### config.mk
export PLATFORM = sky130hd
export DESIGN_NAME = vector_load_store_unit
export DESIGN_NICKNAME = d
export VERILOG_FILES = /design/src/rtl/config_pkg.sv /design/src/rtl/vector_load_store_unit.sv
export SDC_FILE = /design/constraint.sdc
export NUM_CORES = 1
export LEC_CHECK = 0
export CORE_ASPECT_RATIO = 1.75
export CORE_MARGIN = 5
export CORE_UTILIZATION = 48
export CTS_CLUSTER_DIAMETER = 200
export DETAILED_ROUTE_END_ITERATION = 6
export GPL_TIMING_DRIVEN = 1
export HOLD_SLACK_MARGIN = 0.08
export PLACE_DENSITY = 0.87
export SYNTH_ARGS = -nofsm -noshare
export SYNTH_HDL_FRONTEND = slang
export SYNTH_SLANG_ARGS = --single-unit
### constraint.sdc
create_clock -name clk_i -period 6.67 [get_ports clk_i]
set_input_delay 2.001 -clock clk_i [delete_from_list [all_inputs] [get_ports clk_i]]
set_output_delay 2.001 -clock clk_i [all_outputs]
set_load 0.1 [all_outputs]
### src/rtl/config_pkg.sv
// Shared types for the ternary matmul AFU: vector geometry, DDR port widths and instruction format.
package config_pkg;

    parameter int D = 4;

    typedef logic [7:0]  fixed_point_t;
    typedef logic [15:0] ddr_address_t;
    typedef logic [7:0]  ddr_data_t;
    typedef logic [4:0]  v_addr_t;

    typedef enum logic [1:0] {
        LOAD_STORE = 2'd0,
        TMATMUL    = 2'd1,
        VECTOR_ALU = 2'd2,
        CONTROL    = 2'd3
    } fu_t;

    typedef enum logic [1:0] {
        LS_NOP  = 2'd0,
        LDV     = 2'd1,
        SV      = 2'd2,
        LS_RSVD = 2'd3
    } load_store_op_t;

    typedef struct packed {
        fu_t            fu;
        load_store_op_t load_store_operation;
        v_addr_t        v_a;
        v_addr_t        v_y;
        ddr_address_t   ddr_address;
    } instruction_t;

endpackage

### src/rtl/vector_load_store_unit.sv
// Vector load/store unit: gathers D DDR bytes into a vector register (LDV) or scatters one out (SV).
// Optional macro LSU_ADDR_RANGE_CHECK_EN rejects transfers that would wrap past 16'hFFFF.
module vector_load_store_unit
    import config_pkg::*;
#(
    parameter int D = config_pkg::D
) (
    input  logic                   clk_i,
    input  logic                   rst_i,
    input  logic                   instr_valid_i,
    output logic                   instr_ready_o,
    input  instruction_t           instr_i,
    output logic                   ddr_req_o,
    output logic                   ddr_we_o,
    output ddr_address_t           ddr_addr_o,
    output ddr_data_t              ddr_wdata_o,
    input  logic                   ddr_gnt_i,
    input  logic                   ddr_rvalid_i,
    input  ddr_data_t              ddr_rdata_i,
    output v_addr_t                vrf_raddr_o,
    input  fixed_point_t [D-1:0]   vrf_rdata_i,
    output logic                   vrf_we_o,
    output v_addr_t                vrf_waddr_o,
    output fixed_point_t [D-1:0]   vrf_wdata_o,
    output logic                   done_o,
    output logic                   err_o
);

    localparam int IDX_W = (D > 1) ? $clog2(D) : 1;

    typedef enum logic [2:0] {
        IDLE, LD_REQ, LD_WAIT, LD_WRITE, ST_REQ, DONE
    } state_t;

    state_t               state_q;
    logic [IDX_W-1:0]     idx_q;
    fixed_point_t [D-1:0] buf_q;
    ddr_address_t         addr_q;
    v_addr_t              v_y_q;
    logic                 err_q;

    ddr_address_t         ddr_addr_d;
    logic                 idx_last;
    logic                 range_ok;
    logic                 instr_legal;

    always_comb begin
        // NOTE: every signal gets a default first so no path through this block infers a latch.
        range_ok    = 1'b1;
`ifdef LSU_ADDR_RANGE_CHECK_EN
        range_ok    = ({1'b0, instr_i.ddr_address} + 17'(D - 1)) <= 17'h0_FFFF;
`endif
        instr_legal = (instr_i.fu == LOAD_STORE) && range_ok &&
                      ((instr_i.load_store_operation == LDV) ||
                       (instr_i.load_store_operation == SV));
        ddr_addr_d  = addr_q + ddr_address_t'(idx_q);
        idx_last    = (idx_q == IDX_W'(D - 1));
    end

    always_ff @(posedge clk_i) begin
        if (rst_i) begin
            state_q <= IDLE;
            idx_q   <= '0;
            // NOTE: the element buffer is small and observable on vrf_wdata_o, so it is reset like any register.
            buf_q   <= '0;
            addr_q  <= '0;
            v_y_q   <= '0;
            err_q   <= 1'b0;
        end else begin
            case (state_q)
                IDLE: begin
                    if (instr_valid_i) begin
                        addr_q <= instr_i.ddr_address;
                        v_y_q  <= instr_i.v_y;
                        idx_q  <= '0;
                        if (!instr_legal) begin
                            err_q   <= 1'b1;
                            state_q <= DONE;
                        end else if (instr_i.load_store_operation == SV) begin
                            buf_q   <= vrf_rdata_i;
                            state_q <= ST_REQ;
                        end else begin
                            state_q <= LD_REQ;
                        end
                    end
                end
                ST_REQ: begin
                    if (ddr_gnt_i) begin
                        idx_q   <= idx_last ? '0 : idx_q + IDX_W'(1);
                        state_q <= idx_last ? DONE : ST_REQ;
                    end
                end
                LD_REQ: begin
                    if (ddr_gnt_i) begin
                        state_q <= LD_WAIT;
                    end
                end
                LD_WAIT: begin
                    // Read data is only accepted here; a stray rvalid in any other state is dropped.
                    if (ddr_rvalid_i) begin
                        buf_q[idx_q] <= ddr_rdata_i;
                        idx_q        <= idx_last ? '0 : idx_q + IDX_W'(1);
                        state_q      <= idx_last ? LD_WRITE : LD_REQ;
                    end
                end
                LD_WRITE: state_q <= DONE;
                DONE: begin
                    err_q   <= 1'b0;
                    state_q <= IDLE;
                end
                default: state_q <= IDLE;
            endcase
        end
    end

    always_comb begin
        instr_ready_o = (state_q == IDLE);
        vrf_raddr_o   = (state_q == IDLE) ? instr_i.v_a : '0;
        ddr_req_o     = (state_q == ST_REQ) || (state_q == LD_REQ);
        ddr_we_o      = (state_q == ST_REQ);
        ddr_addr_o    = ddr_req_o ? ddr_addr_d : '0;
        ddr_wdata_o   = (state_q == ST_REQ) ? buf_q[idx_q] : '0;
        vrf_we_o      = (state_q == LD_WRITE);
        vrf_waddr_o   = vrf_we_o ? v_y_q : '0;
        vrf_wdata_o   = vrf_we_o ? buf_q : '0;
        done_o        = (state_q == DONE);
        err_o         = done_o && err_q;
    end

endmodule

==> results of run 1 <==
==> power by group <==
part	switching [uW]	internal [uW]
sequential	85.2	408
combinational	602	245
clock	148	291
total	836	944
==> worst register-to-register path, stage by stage (launching register included) <==
cell and delay [ns]:
dfxtp_1 0.49, nor4b_4 0.37, a32o_1 0.66, buf_4 0.39, o21ai_2 0.22, a221oi_1 0.40
==> path summary, 6_finish.rpt <==
| path | to | start | cells after the start | slack, ns |
|---|---|---|---|---|
| max | ddr_addr_o[15] | idx_q[0] | 6 | 1.01 |
| min | v_y_q[1] | v_y_q[1] | 2 | 0.46 |
| max reg2reg | buf_q[22] | state_q[0] | 5 | 4.01 |
| min reg2reg | v_y_q[1] | v_y_q[1] | 2 | 0.46 |
==> state kept, by name, indices dropped and copies added, names as in the netlist <==
name     count
addr_q      16
idx_q        2
buf_q       32
err_q        1
state_q      3
v_y_q        5
==> per-layer routing <==
metal | track usage | share of wire | up-vias
met4 | 0.123 | 0.032 | 0
met5 | 0 | 0 | -
met2 | 0.459 | 0.55 | 222
met3 | 0.0486 | 0.076 | 30
met1 | 0.240 | 0.34 | 1824
li1 | - | - | 1865
==> cells in the final DEF (no fill, tap or decap), types with 2 or more instances in the layout <==
master / instances
clkdlybuf4s50_1: 140
dfxtp_1: 59
nand2_1: 49
and2_1: 46
inv_1: 41
o21ai_0: 36
nand3b_1: 32
a221oi_1: 32
a21oi_1: 26
nor2_1: 15
nor2b_1: 11
xnor2_1: 10
clkbuf_16: 9
nor3_1: 8
mux4_2: 8
buf_4: 8
ha_1: 7
o21ai_2: 4
clkbuf_8: 4
nand2b_1: 3
nand3_1: 3
nand4_1: 3
nor4_1: 3
xor2_1: 2
o211ai_1: 2
or4_1: 2
or3_1: 2
nor4b_1: 2
a211o_1: 2
a2bb2oi_1: 2
o31ai_1: 2
clkbuf_1: 2
==> cell type report <==
type	count	area [sq um]
Clock inverter	1	5.00
Inverter	41	154
Timing Repair Buffer	149	1470
Sequential cell	59	1180
Clock buffer	15	288
Fill cell	587	2150
Tap cell	88	110
Multi-Input combinational cell	326	2210
==> stage by stage <==
step | cell area (sq um) | hold slack (ns) | util
2_1_floorplan | 3700 | 0.432 | -
3_3_place_gp | 5120 | 0.437 | 0.677
3_5_place_dp | 5120 | 0.446 | 0.677
4_1_cts | 5420 | 0.462 | 0.716
5_1_grt | 5420 | 0.485 | 0.716
6_report | 5420 | 0.463 | 0.716
==> kinds of logic (layout without fill, tap and decap cells) <==
| family | Yosys count | count (layout) |
|---|---|---|
| mux | 9 | 9 |
| xor+xnor | 12 | 12 |
| flops | 59 | 59 |
| buf+inv | 80 | 206 |
| compound gates | 112 | 112 |
| simple gates | 185 | 185 |
| fa+ha+maj | 8 | 8 |
==> results.cfg, run 1 <==
[outcome]
status = finished clean

[pwr]
peakVddDrop_v = 0.000211
cellPowerDensity_nw_per_um2 = 329
p_total_uw = 1780
leakage_uw = 0.00187

[synthesis]
synth_top_area_cell = dfxtp_1
synth_edf_count = 0
synth-simple-area-share = 0.287
yosysUniqueCellTypes = 44
synth_top_family_by_area = simple AND/OR/NAND/NOR gates
ys_seq_area_frac = 0.319
ys_top_cells_by_count = dfxtp_1 (59), nand2_1 (49), and2_1 (46)
synth-main-ff-cell = dfxtp_1
synth-seq-cells = 59
netlist_area_sq_um = 3700
synth_most_common_cell = dfxtp_1
synth_compound_area_frac = 0.201
avgSynthCellArea_sq_um = 7.96
synth_top_area_share = 0.319
synth.mux.area_fraction = 0.0514
synth_cells = 465
synthArstFlopShare = 0
synthXorXnorAreaFrac = 0.0284
yosysWarnings = 0
syn-num-nets = 548
synth_fa_ha_area_frac = 0.0291
synth_area_leaders = dfxtp_1 (32%), and2_1 (7.8%), a221oi_1 (7.6%)

[drt]
vias = 3941
drt_pass1_iterations = 5
detail_route.wl_per_cell_um = 17.6
finalWirelength_um = 11900
ant_nets = 0
drc_errors = 0
drt_iter0_markers = 243
via_per_inst = 5.80

[place]
pre_cts_ws_ns = 1.35
placed_cells = 663
port_buffers = 146
gp_congestion = 0.879
hpwl_um = 9000

[grt]
grt_pass1_vias = 3984
grt_max_degree = 66
antenna_found_initial = 0
grt_pass1_wl_um = 19000
grt_use_total = 0.241
overflow = 0

[setup_path]
crit_family = buffers and inverters
worstPathArrival_ns = 3.65
cp.required_ns = 4.67
start_kind = register
slowest_stage = clkdlybuf4s50_1
crit_buf_inv = 1
critPathKind = reg -> out
cp_cell_sequence = ha_1 -> a21oi_1 -> or4_4 -> or4_1 -> nand2_1 -> clkdlybuf4s50_1
max_stage_delay_ns = 1.12
endpoint_kind = output port
cp_max_fo = 13

[clocking]
clk_latency_ns = 0.33
clk_pin_slew_ns = 0.05
cts_setup_buffers = 0
clock-sinks = 59
hold_buffers = 0
cts_tree = built
cts_buffer_depth = 2
cts_max_level = 3
cts_resized = 0
clock_tree.root_cell = clkbuf_16
numCtsBuffers = 9

[floorplan]
ios = 147
chipWidth_um = 76.4
design.core.area_sq_um = 7570
num_rows = 42
dieArea_sq_um = 9640
initial_core_util = 0.489
die_h_um = 126

[sta]
final.period_utilization = 0.848
final-hold-violation-count = 0
grt_setup_unrepaired = false
tightest_slew_ns = 1.12
period_needed_ns = 5.66
relSlewSlack = 0.256
slew_viol_final = 0
fmaxAchievable_ghz = 0.177
timing.final.ws_setup_ns = 1.01
timing.setup.tns_ns = 0
skew_ns = 0.00692
finalSetupViolations = 0

[layout]
nets = 669
diodes = 0
layout.cells.non_filler = 679
layout-drive-gt1-share = 0.0694
area_growth_syn_to_layout_pct = 46.3

[run]
maxCapViolCount = 0

[worst_hold_path]
hp-class = reg -> reg
Power figures use the tool's default switching activity.
==> run 2, diff against run 1 <==
- CORE_UTILIZATION: 48 -> 40
- PLACE_DENSITY: 0.87 -> 0.78
- clock period: 6.67 -> 4.7 ns (I/O delays scaled with it)
==> results.cfg, run 2 (synthesis gave the netlist of run 1 again) <==
[layout]
layout-drive-gt1-share = 0.187
nets = 672
reg_top3 = buf_q (32), addr_q (16), v_y_q (5)
largest_register = buf_q
stdcell_area_sq_um = 5320
area_growth_syn_to_layout_pct = 43.8
most-common-layout-cells = buf_4 (76), clkdlybuf4s50_1 (73), dfxtp_1 (59)
layout_commonest_cell = buf_4
largest_reg_flops = 32
diodes = 0

[sta]
timing.setup.tns_ns = 0
timing.final.ws_setup_ns = 0.782
slew_viol_final = 0
skew_ns = 0.00604
fmaxAchievable_ghz = 0.255
final-hold-violation-count = 0
relSlewSlack = 0.280
final.period_utilization = 0.834
grt_setup_unrepaired = false
tightest_slew_ns = 1.08
finalSetupViolations = 0
period_needed_ns = 3.92

[grt]
grt_pass1_wl_um = 17800
grt_use_total = 0.207
antenna_found_initial = 0
overflow = 0
grt_pass1_vias = 3737
grt_max_degree = 66

[drt]
vias = 3766
detail_route.wl_per_cell_um = 16.4
via_per_inst = 5.27
drt_iter0_markers = 192
drc_errors = 0
finalWirelength_um = 11700
ant_nets = 0
drt_pass1_iterations = 4

[clocking]
cts_max_level = 3
clock_tree.root_cell = clkbuf_16
clk_pin_slew_ns = 0.05
cts_resized = 0
numCtsBuffers = 9
cts_setup_buffers = 0
clk_latency_ns = 0.32
clock-sinks = 59
cts_buffer_depth = 2
cts_tree = built
hold_buffers = 0

[pwr]
p_int_uw = 1300
cellPowerDensity_nw_per_um2 = 469
swShare = 0.477
peakVddDrop_v = 0.000368
pwr-share-seq = 0.274
power_switching_uw = 1190
leakage_uw = 0.00201
p_comb_frac = 0.489
p_clk_frac = 0.237

[place]
pre_cts_ws_ns = 1.02
gp_congestion = 0.871
dpl_cell_area_sq_um = 5050
port_buffers = 146
hpwl_um = 9090

[floorplan]
chipWidth_um = 82.7
num_rows = 46
dieArea_sq_um = 11400
initial_core_util = 0.410
design.core.area_sq_um = 9040
die_h_um = 137
ios = 147

[setup_path]
cp.depth = 7
cp_max_fo = 13
start_kind = register
cp_cell_sequence = buf_4 -> ha_1 -> a21oi_1 -> or4_4 -> or4_1 -> nand2_1 -> buf_12
worstPathArrival_ns = 2.51
crit_family = simple AND/OR/NAND/NOR gates
slowest_stage = or4_4
max_stage_delay_ns = 0.48
crit_buf_inv = 2
endpoint_kind = output port
cp.required_ns = 3.29
r2r_cells = 5
reg2reg_from = state_q[1]
critPathKind = reg -> out
rrSetupSlack_ns = 2.73
r2r-end = state_q[2]

[run]
maxCapViolCount = 0

[worst_hold_path]
worstHoldStart = v_y_q[4]
whs_endpoint = v_y_q[4]
holdPathStages = 2
hp-class = reg -> reg

[outcome]
status = finished clean
-- run 2: changes by cell type in the layout (fill, tap and decap cells not counted), sizes merged --
| cell | change |
|---|---|
| buf | +70 |
| clkdlybuf4s50 | -67 |
| clkbuf | -1 |
| clkinv | +1 |
-- run 2: area by class of cell --
| type | instances | area (sq um) |
|---|---|---|
| Timing Repair Buffer | 152 | 1350 |
| Clock inverter | 2 | 10.0 |
| Tap cell | 120 | 150 |
| Sequential cell | 59 | 1180 |
| Clock buffer | 14 | 264 |
| Inverter | 41 | 154 |
| Fill cell | 845 | 3710 |
| Multi-Input combinational cell | 326 | 2220 |
-- run 2: stage by stage --
stage	hold slack, ns	cells	total power (uW)	utilization
2_1_floorplan	0.432	465	1620	-
3_3_place_gp	0.439	698	1890	0.559
3_5_place_dp	0.450	698	1920	0.559
4_1_cts	0.456	714	2510	0.589
5_1_grt	0.479	714	2630	0.589
6_report	0.454	714	2490	0.589
-- run 2: layer usage --
layer | vias up | track usage | wire length, um
li1 | 1872 | - | -
met1 | 1726 | 0.200 | 3990
met2 | 147 | 0.390 | 6530
met3 | 21 | 0.0465 | 827
met4 | 0 | 0.108 | 345
met5 | - | 0 | 0
-- run 2: worst max-delay path by stage --
stage | slack [ns] | end | startpoint
floorplan | 0.49 | vrf_wdata_o[22] | state_q[1]
global placement | 1.03 | vrf_raddr_o[0] | instr_i[21]
detailed placement | 1.02 | vrf_raddr_o[4] | instr_i[25]
CTS | 0.75 | ddr_addr_o[15] | idx_q[0]
global route | 0.61 | vrf_wdata_o[22] | state_q[1]
finish | 0.78 | ddr_addr_o[15] | idx_q[0]
-- run 2: worst reg2reg max path, cell delays in order (launching register included) --
cell      delay, ns
dfxtp_1        0.57
nor2b_1        0.32
and2_1         0.46
buf_4          0.32
o21bai_1       0.11
a21oi_1        0.12
-- run 2: power by group through the flow --
stage | combinational (uW) | sequential (uW) | clock, uW
finish | 1220 | 683 | 592
global route | 1300 | 699 | 626
CTS | 1230 | 683 | 605
detailed placement | 1220 | 692 | 0
global placement | 1210 | 689 | 0
floorplan | 983 | 632 | 0
